$ cat src/rtl/fetch_stage.sv
// fetch_stage: MIPS instruction-fetch stage with a single-outstanding req/gnt/rvalid
// memory port, feeding the IF/ID pipeline register.
`default_nettype none

module fetch_stage #(
   parameter logic [31:0] RESET_PC = 32'h0000_0000
) (
   input  logic        i_clk,
   input  logic        i_nrst,
   input  logic        i_con_stall,
   input  logic        i_con_flush,
   input  logic        i_con_ifbranch,
   input  logic        i_con_jump,
   input  logic [31:0] i_addr_pcbranch,
   input  logic [31:0] i_addr_jump,
   output logic        o_imem_req,
   output logic [31:0] o_imem_addr,
   input  logic        i_imem_gnt,
   input  logic        i_imem_rvalid,
   input  logic [31:0] i_imem_rdata,
   output logic [31:0] o_addr_pc4,
   output logic [31:0] o_data_instr,
   output logic        o_valid,
   output logic [31:0] o_addr_pc
);

   typedef enum logic [1:0] {
      S_IDLE = 2'd0,
      S_REQ  = 2'd1,
      S_WAIT = 2'd2,
      S_HOLD = 2'd3
   } state_t;

   state_t      state;
   state_t      state_n;
   logic [31:0] pc;
   logic [31:0] pc_n;
   logic [31:0] pc_plus4;
   logic        kill;
   logic        kill_n;
   logic [31:0] hold_instr;
   logic [31:0] hold_instr_n;
   logic        deliver;
   logic [31:0] deliver_instr;
   logic        redirect;
   logic [31:0] target;
   logic [31:0] ifid_instr;
   logic [31:0] ifid_pc4;
   logic        ifid_valid;

   assign redirect = (i_con_jump | i_con_ifbranch) & ~i_con_stall;
   assign target   = i_con_jump ? i_addr_jump : i_addr_pcbranch;
   assign pc_plus4 = pc + 32'd4;

   assign o_imem_req   = (state == S_REQ);
   assign o_imem_addr  = pc;
   assign o_addr_pc    = pc;
   assign o_addr_pc4   = ifid_pc4;
   assign o_data_instr = ifid_instr;
   assign o_valid      = ifid_valid;

   always_comb begin
      state_n       = state;
      pc_n          = pc;
      kill_n        = kill;
      hold_instr_n  = hold_instr;
      deliver       = 1'b0;
      deliver_instr = 32'h0;
      case (state)
         S_IDLE: begin
            state_n = S_REQ;
            if (redirect) pc_n = target;
         end
         S_REQ: begin
            // A redirect while the request is in flight moves the PC now and
            // marks the already-granted response as stale.
            if (i_imem_gnt) begin
               state_n = S_WAIT;
               kill_n  = redirect;
            end
            if (redirect) pc_n = target;
         end
         S_WAIT: begin
            if (i_imem_rvalid) begin
               if (kill | redirect) begin
                  kill_n  = 1'b0;
                  state_n = S_REQ;
                  if (redirect) pc_n = target;
               end else if (i_con_stall & ~i_con_flush) begin
                  hold_instr_n = i_imem_rdata;
                  state_n      = S_HOLD;
               end else begin
                  deliver       = 1'b1;
                  deliver_instr = i_imem_rdata;
                  pc_n          = pc_plus4;
                  state_n       = S_REQ;
               end
            end else if (redirect) begin
               kill_n = 1'b1;
               pc_n   = target;
            end
         end
         S_HOLD: begin
            if (!i_con_stall) begin
               state_n      = S_REQ;
               hold_instr_n = 32'h0;
               if (redirect) begin
                  pc_n = target;
               end else if (i_con_flush) begin
                  pc_n = pc_plus4;
               end else begin
                  deliver       = 1'b1;
                  deliver_instr = hold_instr;
                  pc_n          = pc_plus4;
               end
            end
         end
      endcase
   end

   always_ff @(posedge i_clk) begin
      if (!i_nrst) begin
         state      <= S_IDLE;
         pc         <= RESET_PC;
         kill       <= 1'b0;
         hold_instr <= 32'h0;
         ifid_instr <= 32'h0;
         ifid_pc4   <= 32'h0;
         ifid_valid <= 1'b0;
      end else begin
         state      <= state_n;
         pc         <= pc_n;
         kill       <= kill_n;
         hold_instr <= hold_instr_n;
         if (i_con_flush | redirect) begin
            ifid_instr <= 32'h0;
            ifid_pc4   <= 32'h0;
            ifid_valid <= 1'b0;
         end else if (i_con_stall) begin
            ifid_instr <= ifid_instr;
            ifid_pc4   <= ifid_pc4;
            ifid_valid <= ifid_valid;
         end else if (deliver) begin
            ifid_instr <= deliver_instr;
            ifid_pc4   <= pc_plus4;
            ifid_valid <= 1'b1;
         end else begin
            ifid_instr <= 32'h0;
            ifid_pc4   <= 32'h0;
            ifid_valid <= 1'b0;
         end
      end
   end

endmodule

`default_nettype wire

$ cat config.mk
export PLATFORM = sky130hd
export DESIGN_NAME = fetch_stage
export DESIGN_NICKNAME = d
export VERILOG_FILES = /design/src/rtl/fetch_stage.sv
export SDC_FILE = /design/constraint.sdc
export NUM_CORES = 1
export LEC_CHECK = 0
export CELL_PAD_IN_SITES_DETAIL_PLACEMENT = 0
export CELL_PAD_IN_SITES_GLOBAL_PLACEMENT = 1
export CORE_ASPECT_RATIO = 0.7
export CORE_MARGIN = 4
export CORE_UTILIZATION = 35
export CTS_CLUSTER_DIAMETER = 80
export CTS_CLUSTER_SIZE = 10
export DETAILED_ROUTE_END_ITERATION = 16
export PLACE_DENSITY_LB_ADDON = 0.1
export SLEW_MARGIN = 40
export SYNTH_ARGS = -nofsm -noshare
export SYNTH_HDL_FRONTEND = slang
export SYNTH_SLANG_ARGS = --single-unit
$ cat constraint.sdc
create_clock -name i_clk -period 5.6 [get_ports i_clk]
set_clock_uncertainty 0.1 [all_clocks]
set_input_delay 1.12 -clock i_clk [delete_from_list [all_inputs] [get_ports i_clk]]
set_output_delay 1.12 -clock i_clk [all_outputs]
set_load 0.03 [all_outputs]
# Yosys cells after proc, flatten, opt, wreduce, memory -nomap -nowiden
# Index checks and enable logic that the tools add are counted.
[classes] addsub=1 n_reduce_logical=9 n_mux=40 n_bitwise=8 eq_ne=11
[op_table] cell="32-bit two-way mux" count=18
[op_table] cell="32-bit case mux with 2 select lines" count=2
[op_table] cell="32-bit case mux with 3 select lines" count=1
[op_table] cell="32-bit by 3-bit adder with 32-bit output, second input constant" count=1
[op_table] cell="1-bit two-way mux" count=11
[op_table] cell="2-bit two-way mux" count=5
[op_table] cell="2-bit != test, second input constant" count=4
[op_table] cell="2-bit case mux with 4 select lines" count=1
[op_table] cell="3-bit != test, second input constant" count=2
[op_table] cell="5-bit AND reduction" count=1
[op_table] cell="2-bit equality test, second input constant" count=2
[op_table] cell="4-bit != test, second input constant" count=1
[op_table] cell="1-bit case mux with 2 select lines" count=2
[op_table] cell="4-bit AND reduction" count=1
[op_table] cell="2-bit nonzero test" count=2
[op_table] cell="2-bit OR reduction" count=2
[op_table] cell="1-bit NOT" count=3
[op_table] cell="1-bit OR" count=3
[op_table] cell="3-bit AND reduction" count=1
[op_table] cell="1-bit bitwise AND" count=2
[op_table] cell="2-bit by 1-bit equality test with 1-bit output, second input constant" count=1
[op_table] cell="2-bit logical NOT" count=1
[op_table] cell="2-bit by 1-bit != test with 1-bit output, second input constant" count=1
[op_table] cell="2-bit AND reduction" count=1
[word_totals] in_bits=104 register_bits=132 output_inout_bits=130 wordCells=76

# Depth between registers and ports, before layout
# Gate-level depths: netlist (run 1).
[depth] word_depth=7 mapped_depth=9 mapped_depth_nobuf=7

# Worst setup path before layout (run 1)
# Ideal clock, no wire load.
[synth_timing] path_kind="input port to flip-flop" start="input i_con_jump" end="register pc[25], in the netlist o_addr_pc[25]" path_stages=7 path_buffers=3 setup_slack_ps=2945 setup_ps=133 arrival_time_ps=2423 cell_sequence="buf_2 o21bai_1 clkbuf_1 clkbuf_1 nor2_1 a31oi_1 a31oi_1"
[synth_between] elab_chain_cells=6
[synth_lines] element="start, declared" line_no="13" source="input logic i_con_jump,"
[synth_lines] element="1-bit OR" line_no="51" source="assign redirect = (i_con_jump | i_con_ifbranch) & ~i_con_stall;"
[synth_lines] element="1-bit bitwise AND" line_no="51"
[synth_lines] element="32-bit two-way mux / 1-bit OR (equally long branches)"
[synth_lines] element="32-bit two-way mux" line_no="85" source="if (kill | redirect) begin"
[synth_lines] element="32-bit two-way mux" line_no="84" source="if (i_imem_rvalid) begin"
[synth_lines] element="32-bit case mux with 3 select lines" line_no="69" source="case (state)"
[synth_lines] element="end signal, assigned" line_no="132" source="pc <= pc_n;"
[synth_lines] element="end, declared" line_no="36" source="logic [31:0] pc;"
# Parallel ways exist; a longest one is shown, timed or not. The select of a mux whose other input is x is not followed.
# A chain may end at the register's enable or synchronous reset.

# Worst setup path after layout (run 1)
[layout_timing] start="input i_con_ifbranch" end="register pc[28], in the netlist o_addr_pc[28]"
[layout_between] elab_chain_cells=6
[layout_lines] element="start, declared" line_no="12" source="input logic i_con_ifbranch,"
[layout_lines] element="1-bit OR *" line_no="51"
[layout_lines] element="1-bit bitwise AND *" line_no="51"
[layout_lines] element="32-bit two-way mux / 1-bit OR (equally long branches)"
[layout_lines] element="32-bit two-way mux" line_no="85"
[layout_lines] element="32-bit two-way mux" line_no="84"
[layout_lines] element="32-bit case mux with 3 select lines" line_no="69"
# Mark *: on every way between the ends. The rest lies on a longest branch, timed or not. The select of a mux whose other input is x is not followed.

==> tab_implementation.tex, run 1 <==
\begin{tabular}{lr}
\hline
Metric & Value \\
\hline
\multicolumn{2}{l}{\textbf{Place}} \\
\quad Final HPWL from detailed placement & 17,100 um \\
\quad Minimum setup slack after placement & 1.45 ns \\
\quad Port buffer count & 233 \\
\quad Final GP Congestion & 0.846 \\
\multicolumn{2}{l}{\textbf{Yosys}} \\
\quad Post-synth EDFFs & 0 \\
\quad Mean instance size in the synthesized netlist & 8.39 um\^{}2 \\
\quad Area fraction of the dominant cell type after synthesis & 0.395 \\
\quad Leading cell types by count after synthesis & sky130\_fd\_sc\_hd\_\_dfxtp\_1 (132), sky130\_fd\_sc\_hd\_\_nor2\_1 (117), sky130\_fd\_sc\_hd\_\_a22oi\_1 (78) \\
\quad Most area-hungry cell type in the Yosys netlist & sky130\_fd\_sc\_hd\_\_dfxtp\_1 \\
\quad Sequential area share after synthesis & 0.395 \\
\quad Number of nets produced by synthesis & 906 \\
\quad Syn Inst Count & 797 \\
\quad Dominant cells by area after synthesis & sky130\_fd\_sc\_hd\_\_dfxtp\_1 (40\%), sky130\_fd\_sc\_hd\_\_a22oi\_1 (8.8\%), sky130\_fd\_sc\_hd\_\_nor2\_1 (6.6\%), sky130\_fd\_sc\_hd\_\_mux2i\_1 (4.3\%), sky130\_fd\_sc\_hd\_\_a22o\_1 (4.2\%) \\
\quad Count leader, synth & sky130\_fd\_sc\_hd\_\_dfxtp\_1 \\
\quad Seq cells post-synth & 132 \\
\quad Summed instance area of the synthesized netlist & 6690 um\^{}2 \\
\quad Yosys Warn Count & 0 \\
\quad Count of distinct cell types in the synthesized netlist & 52 \\
\quad Ys flop type & sky130\_fd\_sc\_hd\_\_dfxtp\_1 \\
\quad Share of flip-flops with an asynchronous set or reset & 0 \\
\multicolumn{2}{l}{\textbf{Floorplan}} \\
\quad Number of primary I/O pins & 234 \\
\quad \# rows & 41 \\
\quad Placeable core area & 18,400 um\^{}2 \\
\quad Width of the chip & 173 um \\
\quad Die footprint & 21,400 um\^{}2 \\
\quad Initial core utilization & 0.364 \\
\quad Height of the chip & 124 um \\
\multicolumn{2}{l}{\textbf{Layout}} \\
\quad Ratio of cells with drive above 1 in the final layout & 0.0665 \\
\quad Syn-to-layout area delta & 42.6\% \\
\quad Number of nets at the end of the flow & 1,074 \\
\quad Number of diodes & 0 \\
\quad Final design utilization & 0.519 \\
\multicolumn{2}{l}{\textbf{Detailed routing}} \\
\quad Number of violations reported at the end of detailed-routing iteration 0 & 579 \\
\quad Aggregate routed wire length & 23,900 um \\
\quad Final antenna-violating net count & 0 \\
\quad Average wire per standard cell & 19.7 um \\
\quad Number of optimization iterations in the first detailed-route pass & 5 \\
\quad DRC & 0 \\
\quad Average vias per placed instance & 5.67 \\
\quad Vias & 6,878 \\
\multicolumn{2}{l}{\textbf{STA}} \\
\quad Final hold violation count & 0 \\
\quad Slew at the pin closest to its max-slew limit & 0.743 ns \\
\quad Crit share post-route & 0.661 \\
\quad Setup total negative slack & 0 ns \\
\quad Setup slack of the critical path after layout & 1.90 ns \\
\quad Pins Over Slew Limit & 0 \\
\quad Max Fclk & 270 MHz \\
\quad Min Clock Period, post-route & 3.70 ns \\
\quad Setup repair after global routing missed its margin & no \\
\quad Worst relative slew slack & 0.505 \\
\quad Final setup violation count & 0 \\
\quad Worst slack on hold paths & 0.352 ns \\
\multicolumn{2}{l}{\textbf{Global route}} \\
\quad Met2 usage & 0.313 \\
\quad Global-route wire length before repair & 36,700 um \\
\quad Remaining global-route overflow & 0 \\
\quad Number of global-route vias before repair & 6,467 \\
\quad Most utilized layer in the global route result & met1 \\
\quad Met3 demand-to-capacity share in global routing & 0.0604 \\
\quad Maximum number of pins on one net before global-route repair & 58 \\
\quad Number of antenna violations at the first check in global routing & 1 \\
\quad GR met1 Demand/Resource & 0.322 \\
\quad GRT Overall Usage & 0.217 \\
\multicolumn{2}{l}{\textbf{Run status}} \\
\quad Result of the run & finished clean \\
\multicolumn{2}{l}{\textbf{Clock network}} \\
\quad Clock tree from TritonCTS & built \\
\quad Total clock buffers created by CTS & 17 \\
\quad Post-CTS setup-driven buffer insertion count & 0 \\
\quad CTS clk-pin slew, worst paths & 0.06 ns \\
\quad H-tree levels & 4 \\
\quad Latest clock arrival within the worst-skew pair & 0.43 ns \\
\quad Sink count of the clock tree & 132 \\
\quad Maximum count of clock buffers along a single path & 2 \\
\quad CTS root buf & sky130\_fd\_sc\_hd\_\_clkbuf\_16 \\
\quad CTS Hold Bufs & 0 \\
\quad Resized cells post-CTS & 0 \\
\multicolumn{2}{l}{\textbf{Pwr}} \\
\quad Overall power after layout & 2560 uW \\
\quad PwrDens & 269 nW/um\^{}2 \\
\quad IR drop worst, VDD & 175 uV \\
\quad Leakage Power & 0.00333 uW \\
\multicolumn{2}{l}{\textbf{Hold path}} \\
\quad Worst min path class & reg -> reg \\
\multicolumn{2}{l}{\textbf{Worst setup path}} \\
\quad Biggest fanout along the worst timing path & 51 \\
\quad Startpoint type of the worst setup path & input pin \\
\quad Arrival time at the worst endpoint & 3.96 ns \\
\quad Setup crit end kind & register \\
\quad Required time of the worst setup path & 5.85 ns \\
\quad Critical path type & in -> reg \\
\multicolumn{2}{l}{\textbf{Run}} \\
\quad Number of max-cap violations & 0 \\
\hline
\end{tabular}
==> where the power goes <==
group,internal (uW),switching (uW),leakage (uW),total [uW]
registers,958,45.8,0.00107,1000
clock network,678,491,0.000292,1170
logic,180,209,0.00197,390
==> logic make-up after synthesis <==
family,synth area share
buf+inv,0.0848
compound gates,0.254
flops,0.395
fa+ha+maj,0.00936
simple gates,0.176
xor+xnor,0.0367
mux,0.0434
==> layer usage <==
layer  wire [um]  vias up
li1            -     3218
met3        1900       21
met4         230        0
met5           0        -
met2        9960      323
met1       11800     3316
==> stage by stage <==
step / std cells / cell area (um^2)
global placement: 1181 / 8900
CTS: 1213 / 9520
global route: 1214 / 9530
finish: 1214 / 9530
floorplan: 797 / 6690
detailed placement: 1181 / 8900
==> final cells by class <==
| type | instances | area, um^2 |
|---|---|---|
| multi-input cells | 556 | 3510 |
| flip-flops and latches | 132 | 2640 |
| well taps | 236 | 295 |
| fillers | 1700 | 8830 |
| repair buffers | 247 | 2430 |
| inverters | 11 | 41.3 |
| clock inverters | 15 | 188 |
| clock buffers | 17 | 425 |
==> registers in the layout, indices dropped and copies added (netlist names) <==
name,count
hold_instr,32
o_addr_pc4,32
o_addr_pc,32
o_data_instr,32
state,2
kill,1
o_valid,1
==> path summary, 6_finish.rpt <==
| check | cells past startpoint | slack, ns | start | to |
|---|---|---|---|---|
| setup / recovery | 7 | 1.90 | i_con_ifbranch | o_addr_pc[28] |
| hold / removal | 2 | 0.35 | o_addr_pc4[14] | o_addr_pc4[14] |
| setup reg to reg | 6 | 2.68 | o_addr_pc[2] | o_addr_pc4[16] |
| hold reg to reg | 2 | 0.35 | o_addr_pc4[14] | o_addr_pc4[14] |
==> critical path: stages <==
cell and delay (ns):
sky130_fd_sc_hd__clkdlybuf4s50_1 0.56, sky130_fd_sc_hd__o21bai_4 0.19, sky130_fd_sc_hd__buf_4 0.46, sky130_fd_sc_hd__o21a_1 0.65, sky130_fd_sc_hd__nand2_1 0.37, sky130_fd_sc_hd__or3_1 0.42
sky130_fd_sc_hd__a31oi_1 0.16
==> layout by cell type (no fill, tap or decap), drive strengths merged, types with 23 or more instances in the layout <==
cell and count:
mux2i 29, nand2 49, dfxtp 132, o21ai 41, a21oi 31, a22o 32, a22oi 78, nand3 24
a31oi 23, clkdlybuf4s50 231, nor2 117
No activity file was read; power rests on OpenSTA's default activity.
==> run 2, diff against run 1 <==
- CORE_UTILIZATION: 35 -> 33
- clock period: 5.6 -> 3.44 ns (I/O delays scaled with it)
==> run 2 against run 1 <==
Against the previous run:
- largest power group unchanged
- sequential share of layout area down 0.36 points
- power up 64%
- highest routed layer unchanged
- non-clock buffer count up 11
- register-to-register slack worse by 2.0 ns
- sequential cell count unchanged
- first-iteration DRC count up 3.8%
- cell count up 3.7%
- critical path depth unchanged
- critical endpoint is now o_addr_pc[27]
- global-route usage down 0.75 points
==> tab_implementation.tex, run 2 (same netlist as run 1, synthesis figures left out) <==
\begin{tabular}{lr}
\hline
Metric & Value \\
\hline
\multicolumn{2}{l}{\textbf{Pwr}} \\
\quad Switching power share of the total & 0.283 \\
\quad Leakage Power & 0.00340 uW \\
\quad IR drop worst, VDD & 282 uV \\
\quad Power share of the clock group & 0.459 \\
\quad Gate power share & 0.155 \\
\quad Fraction of power consumed by sequential logic & 0.386 \\
\quad PwrDens & 436 nW/um\^{}2 \\
\quad Switching Power & 1190 uW \\
\quad Int Power & 3020 uW \\
\multicolumn{2}{l}{\textbf{Clock network}} \\
\quad Latest clock arrival within the worst-skew pair & 0.42 ns \\
\quad H-tree levels & 4 \\
\quad CTS root buf & sky130\_fd\_sc\_hd\_\_clkbuf\_16 \\
\quad Post-CTS setup-driven buffer insertion count & 0 \\
\quad Clock tree from TritonCTS & built \\
\quad Resized cells post-CTS & 0 \\
\quad Maximum count of clock buffers along a single path & 2 \\
\quad Total clock buffers created by CTS & 17 \\
\quad CTS clk-pin slew, worst paths & 0.06 ns \\
\quad Sink count of the clock tree & 132 \\
\quad CTS Hold Bufs & 0 \\
\multicolumn{2}{l}{\textbf{STA}} \\
\quad Max Fclk & 369 MHz \\
\quad Final setup violation count & 0 \\
\quad Slew at the pin closest to its max-slew limit & 0.708 ns \\
\quad Pins Over Slew Limit & 0 \\
\quad Setup total negative slack & 0 ns \\
\quad Setup repair after global routing missed its margin & no \\
\quad Min Clock Period, post-route & 2.71 ns \\
\quad Crit share post-route & 0.788 \\
\quad Worst relative slew slack & 0.528 \\
\quad Final hold violation count & 0 \\
\multicolumn{2}{l}{\textbf{Floorplan}} \\
\quad Die footprint & 22,600 um\^{}2 \\
\quad Placeable core area & 19,900 um\^{}2 \\
\quad Initial core utilization & 0.337 \\
\quad Width of the chip & 178 um \\
\quad Height of the chip & 127 um \\
\quad Number of primary I/O pins & 234 \\
\quad \# rows & 43 \\
\multicolumn{2}{l}{\textbf{Global route}} \\
\quad Global-route wire length before repair & 37,500 um \\
\quad Maximum number of pins on one net before global-route repair & 58 \\
\quad Number of antenna violations at the first check in global routing & 1 \\
\quad Number of global-route vias before repair & 6,471 \\
\quad Remaining global-route overflow & 0 \\
\quad GRT Overall Usage & 0.210 \\
\multicolumn{2}{l}{\textbf{Run status}} \\
\quad Result of the run & finished clean \\
\multicolumn{2}{l}{\textbf{Worst setup path}} \\
\quad Start of the worst register-to-register path & state[0] \\
\quad Required time of the worst setup path & 3.68 ns \\
\quad Delay of the slowest critical-path stage & 0.51 ns \\
\quad Start point of the critical path & state[0] \\
\quad Critical path type & reg -> reg \\
\quad Worst path cell trace & inv\_1, ha\_1, and3b\_1, a21boi\_1, nand2\_1, or3\_1, a31oi\_1 \\
\quad Slowest cell on the critical path & sky130\_fd\_sc\_hd\_\_a21boi\_1 \\
\quad Startpoint type of the worst setup path & register \\
\quad Worst path buffer plus inverter count & 1 \\
\quad Biggest fanout along the worst timing path & 8 \\
\quad Arrival time at the worst endpoint & 2.95 ns \\
\quad Top Family by Delay on Critical Path & simple AND/OR/NAND/NOR gates \\
\quad Setup crit end kind & register \\
\multicolumn{2}{l}{\textbf{Hold path}} \\
\quad Worst min path class & reg -> reg \\
\quad Hold Startpoint & o\_addr\_pc4[13] \\
\multicolumn{2}{l}{\textbf{Detailed routing}} \\
\quad Aggregate routed wire length & 24,300 um \\
\quad DRC & 0 \\
\quad Vias & 6,731 \\
\quad Number of optimization iterations in the first detailed-route pass & 5 \\
\quad Average wire per standard cell & 19.3 um \\
\quad Average vias per placed instance & 5.35 \\
\quad Number of violations reported at the end of detailed-routing iteration 0 & 601 \\
\quad Final antenna-violating net count & 0 \\
\multicolumn{2}{l}{\textbf{Place}} \\
\quad Port buffer count & 233 \\
\quad Final GP Congestion & 0.824 \\
\quad Dpl cell area & 9030 um\^{}2 \\
\quad Final HPWL from detailed placement & 17,400 um \\
\multicolumn{2}{l}{\textbf{Run}} \\
\quad Number of max-cap violations & 0 \\
\multicolumn{2}{l}{\textbf{Layout}} \\
\quad Filler cell count in the final layout & 1,906 \\
\quad Number of nets at the end of the flow & 1,085 \\
\quad Ratio of cells with drive above 1 in the final layout & 0.0758 \\
\quad Syn-to-layout area delta & 44.4\% \\
\quad Highest-count cells in the layout ignoring fill and taps & sky130\_fd\_sc\_hd\_\_clkdlybuf4s50\_1 (231), sky130\_fd\_sc\_hd\_\_dfxtp\_1 (132), sky130\_fd\_sc\_hd\_\_nor2\_1 (115), sky130\_fd\_sc\_hd\_\_a22oi\_1 (78), sky130\_fd\_sc\_hd\_\_nand2\_1 (49) \\
\quad Number of diodes & 0 \\
\quad Most common library cell in the layout ignoring fill and taps & sky130\_fd\_sc\_hd\_\_clkdlybuf4s50\_1 \\
\quad Final design instance area without fill & 9660 um\^{}2 \\
\hline
\end{tabular}
-- run 2: cell types whose count changed in the layout (fill, tap and decap cells not counted), sizes merged --
cell	previous run	this run
buf	16	27
bufinv	2	3
clkinv	1	5
clkinvlp	3	2
inv	20	16
-- run 2: area by class of cell --
| class | instances | area (um^2) | area share |
|---|---|---|---|
| Multi-Input combinational cell | 556 | 3500 | 0.363 |
| Sequential cell | 132 | 2640 | 0.274 |
| Timing Repair Buffer | 258 | 2510 | 0.260 |
| Clock buffer | 17 | 425 | 0.0440 |
| Tap cell | 270 | 338 | 0.0350 |
| Clock inverter | 15 | 196 | 0.0203 |
| Inverter | 11 | 41.3 | 0.00428 |
-- run 2: worst paths after layout --
check | end | slack [ns] | cells past startpoint
worst max-delay path | o_addr_pc[27] | 0.73 | 7
worst min-delay path | o_addr_pc4[13] | 0.35 | 2
worst max register to register | o_addr_pc[27] | 0.73 | 7
worst min register to register | o_addr_pc4[13] | 0.35 | 2
-- run 2: routing by layer --
layer  wire length (um)  track usage
met5                  0            0
met4                174       0.0432
met3               1700       0.0450
met2              10300        0.305
met1              12100        0.319
-- run 2: power by group through the flow --
stage / Clock, uW / Sequential (uW) / Combinational [uW]
2_1_floorplan: 0 / 1680 / 332
3_3_place_gp: 0 / 1660 / 644
3_5_place_dp: 0 / 1660 / 650
4_1_cts: 1970 / 1630 / 654
5_1_grt: 2040 / 1630 / 700
6_report: 1940 / 1630 / 652
-- run 2: worst register-to-register path: stages (launching register included) --
cell and delay, ns:
sky130_fd_sc_hd__dfxtp_1 0.39, sky130_fd_sc_hd__inv_1 0.08, sky130_fd_sc_hd__ha_1 0.28, sky130_fd_sc_hd__and3b_1 0.27, sky130_fd_sc_hd__a21boi_1 0.52, sky130_fd_sc_hd__nand2_1 0.40, sky130_fd_sc_hd__or3_1 0.45, sky130_fd_sc_hd__a31oi_1 0.15
-- run 2: metrics by stage --
stage          std cells   util  total power (uW)  hold slack, ns  setup slack [ns]
2_1_floorplan        797      -              2010           0.365              1.22
3_3_place_gp        1227  0.455              2300           0.340             0.363
4_1_cts             1259  0.486              4250           0.358             0.693
3_5_place_dp        1227  0.455              2310           0.343             0.257
6_report            1259  0.486              4210           0.353             0.729
5_1_grt             1259  0.486              4370           0.378             0.547
==> run 3, diff against run 2 <==
- CORE_UTILIZATION: 33 -> 30
- clock period: 3.44 -> 2.35 ns (I/O delays scaled with it)
==> run 3 against run 2 <==
Against the previous run:
- sequential share of layout area decreased by 1.3 points
- core utilization decreased by 2.1 points
- worst setup slack got worse by 0.67 ns
- critical endpoint is now o_addr_pc[11]
- largest power group unchanged
- highest routed layer unchanged
==> tab_implementation.tex, run 3 (same netlist as run 1, synthesis figures left out) <==
\begin{tabular}{lr}
\hline
Metric & Value \\
\hline
\multicolumn{2}{l}{\textbf{Detailed routing}} \\
\quad DRC & 0 \\
\quad Final antenna-violating net count & 0 \\
\quad Average wire per standard cell & 19.1 um \\
\quad Vias & 6,817 \\
\quad Average vias per placed instance & 5.16 \\
\quad Number of violations reported at the end of detailed-routing iteration 0 & 529 \\
\quad Number of optimization iterations in the first detailed-route pass & 5 \\
\quad Aggregate routed wire length & 25,200 um \\
\multicolumn{2}{l}{\textbf{Worst setup path}} \\
\quad Critical path type & reg -> out \\
\quad Required time of the worst setup path & 1.78 ns \\
\quad Delay of the slowest critical-path stage & 0.68 ns \\
\quad Flop-to-flop setup slack & 0.18 ns \\
\quad Top Family by Delay on Critical Path & buffers and inverters \\
\quad Startpoint type of the worst setup path & register \\
\quad Slowest cell on the critical path & sky130\_fd\_sc\_hd\_\_clkdlybuf4s50\_1 \\
\quad Setup crit end kind & primary output \\
\quad Biggest fanout along the worst timing path & 7 \\
\quad Arrival time at the worst endpoint & 1.72 ns \\
\quad Worst path buffer plus inverter count & 2 \\
\quad Worst path cell trace & buf\_4, clkdlybuf4s50\_1 \\
\multicolumn{2}{l}{\textbf{Pwr}} \\
\quad IR drop worst, VDD & 469 uV \\
\quad Leakage Power & 0.00371 uW \\
\quad PwrDens & 616 nW/um\^{}2 \\
\multicolumn{2}{l}{\textbf{Clock network}} \\
\quad Maximum count of clock buffers along a single path & 2 \\
\quad CTS root buf & sky130\_fd\_sc\_hd\_\_clkbuf\_16 \\
\quad CTS Hold Bufs & 0 \\
\quad Latest clock arrival within the worst-skew pair & 0.42 ns \\
\quad Clock tree from TritonCTS & built \\
\quad CTS clk-pin slew, worst paths & 0.06 ns \\
\quad Total clock buffers created by CTS & 17 \\
\quad H-tree levels & 4 \\
\quad Sink count of the clock tree & 132 \\
\multicolumn{2}{l}{\textbf{STA}} \\
\quad Min Clock Period, post-route & 2.29 ns \\
\quad Final hold violation count & 0 \\
\quad Slew at the pin closest to its max-slew limit & 0.721 ns \\
\quad Crit share post-route & 0.974 \\
\quad Setup total negative slack & 0 ns \\
\quad Worst relative slew slack & 0.520 \\
\quad Final setup violation count & 0 \\
\quad Setup slack of the critical path after layout & 0.0622 ns \\
\quad Setup repair after global routing missed its margin & no \\
\quad Max Fclk & 437 MHz \\
\quad Worst slack on hold paths & 0.349 ns \\
\quad Pins Over Slew Limit & 0 \\
\multicolumn{2}{l}{\textbf{Floorplan}} \\
\quad Initial core utilization & 0.307 \\
\quad Number of primary I/O pins & 234 \\
\quad Width of the chip & 186 um \\
\quad \# rows & 45 \\
\quad Placeable core area & 21,800 um\^{}2 \\
\quad Height of the chip & 133 um \\
\quad Die footprint & 24,800 um\^{}2 \\
\multicolumn{2}{l}{\textbf{Place}} \\
\quad Final GP Congestion & 0.794 \\
\quad Minimum setup slack after placement & -0.153 ns \\
\quad Port buffer count & 233 \\
\quad Final HPWL from detailed placement & 18,300 um \\
\multicolumn{2}{l}{\textbf{Hold path}} \\
\quad Worst min path class & reg -> reg \\
\multicolumn{2}{l}{\textbf{Global route}} \\
\quad GRT Overall Usage & 0.197 \\
\quad Maximum number of pins on one net before global-route repair & 58 \\
\quad Global-route wire length before repair & 38,800 um \\
\quad Remaining global-route overflow & 0 \\
\quad Number of antenna violations at the first check in global routing & 0 \\
\quad Number of global-route vias before repair & 6,485 \\
\multicolumn{2}{l}{\textbf{Layout}} \\
\quad Most common library cell in the layout ignoring fill and taps & sky130\_fd\_sc\_hd\_\_clkdlybuf4s50\_1 \\
\quad Number of nets at the end of the flow & 1,134 \\
\quad Syn-to-layout area delta & 51.6\% \\
\quad Number of diodes & 0 \\
\quad Highest-count cells in the layout ignoring fill and taps & sky130\_fd\_sc\_hd\_\_clkdlybuf4s50\_1 (227), sky130\_fd\_sc\_hd\_\_dfxtp\_1 (132), sky130\_fd\_sc\_hd\_\_nor2\_1 (115), sky130\_fd\_sc\_hd\_\_a22oi\_1 (78), sky130\_fd\_sc\_hd\_\_buf\_4 (67) \\
\quad Ratio of cells with drive above 1 in the final layout & 0.120 \\
\multicolumn{2}{l}{\textbf{Run}} \\
\quad Number of max-cap violations & 0 \\
\multicolumn{2}{l}{\textbf{Run status}} \\
\quad Result of the run & finished clean \\
\hline
\end{tabular}
run 3: per-stage QoR:
stage	util	instances	power, uW	cell area, um^2
finish	0.465	1320	6240	10100
global route	0.465	1320	6480	10100
CTS	0.464	1319	6300	10100
detailed placement	0.436	1287	3450	9500
global placement	0.436	1287	3450	9500
floorplan	-	797	2950	6690
run 3: power breakdown:
group,internal [uW],switching [uW]
combinational,497,569
sequential,2280,56.8
clock,1700,1130
total,4480,1760
run 3: worst paths after layout:
check                                    start        endpoint  cells after the start
worst max register to register    o_addr_pc[3]   o_addr_pc[30]                      7
worst min register to register  o_addr_pc4[22]  o_addr_pc4[22]                      2
worst min-delay path            o_addr_pc4[22]  o_addr_pc4[22]                      2
worst max-delay path             o_addr_pc[11]   o_addr_pc[11]                      2
run 3: what timing repair did:
item | in CTS | in global routing
setup buffers | 0 | 1
gates resized for setup | 1 | 5
endpoints found under the setup margin | 1 | 14
pin swaps | 0 | 2
run 3: area by class of cell:
type                       instances  area [um^2]
clock inverter                    15          193
fill                            2164        11700
inverter                          11         41.3
tap                              282          353
multi-input combinational        556         3510
clock buffer                      17          425
sequential                       132         2640
timing repair buffer             307         2970
run 3: tightest hold or removal path, cell delays in order (launching register included):
cell,delay [ns]
sky130_fd_sc_hd__dfxtp_1,0.31
sky130_fd_sc_hd__nand2_1,0.05
sky130_fd_sc_hd__o21ai_1,0.05
run 3: layer usage:
metal | vias to the layer above | global-route usage | share of wire
met2 | 246 | 0.268 | 0.39
met5 | - | 0 | 0
met4 | 0 | 0.0460 | 0.011
met1 | 3217 | 0.308 | 0.53
met3 | 20 | 0.0464 | 0.067
li1 | 3334 | - | -
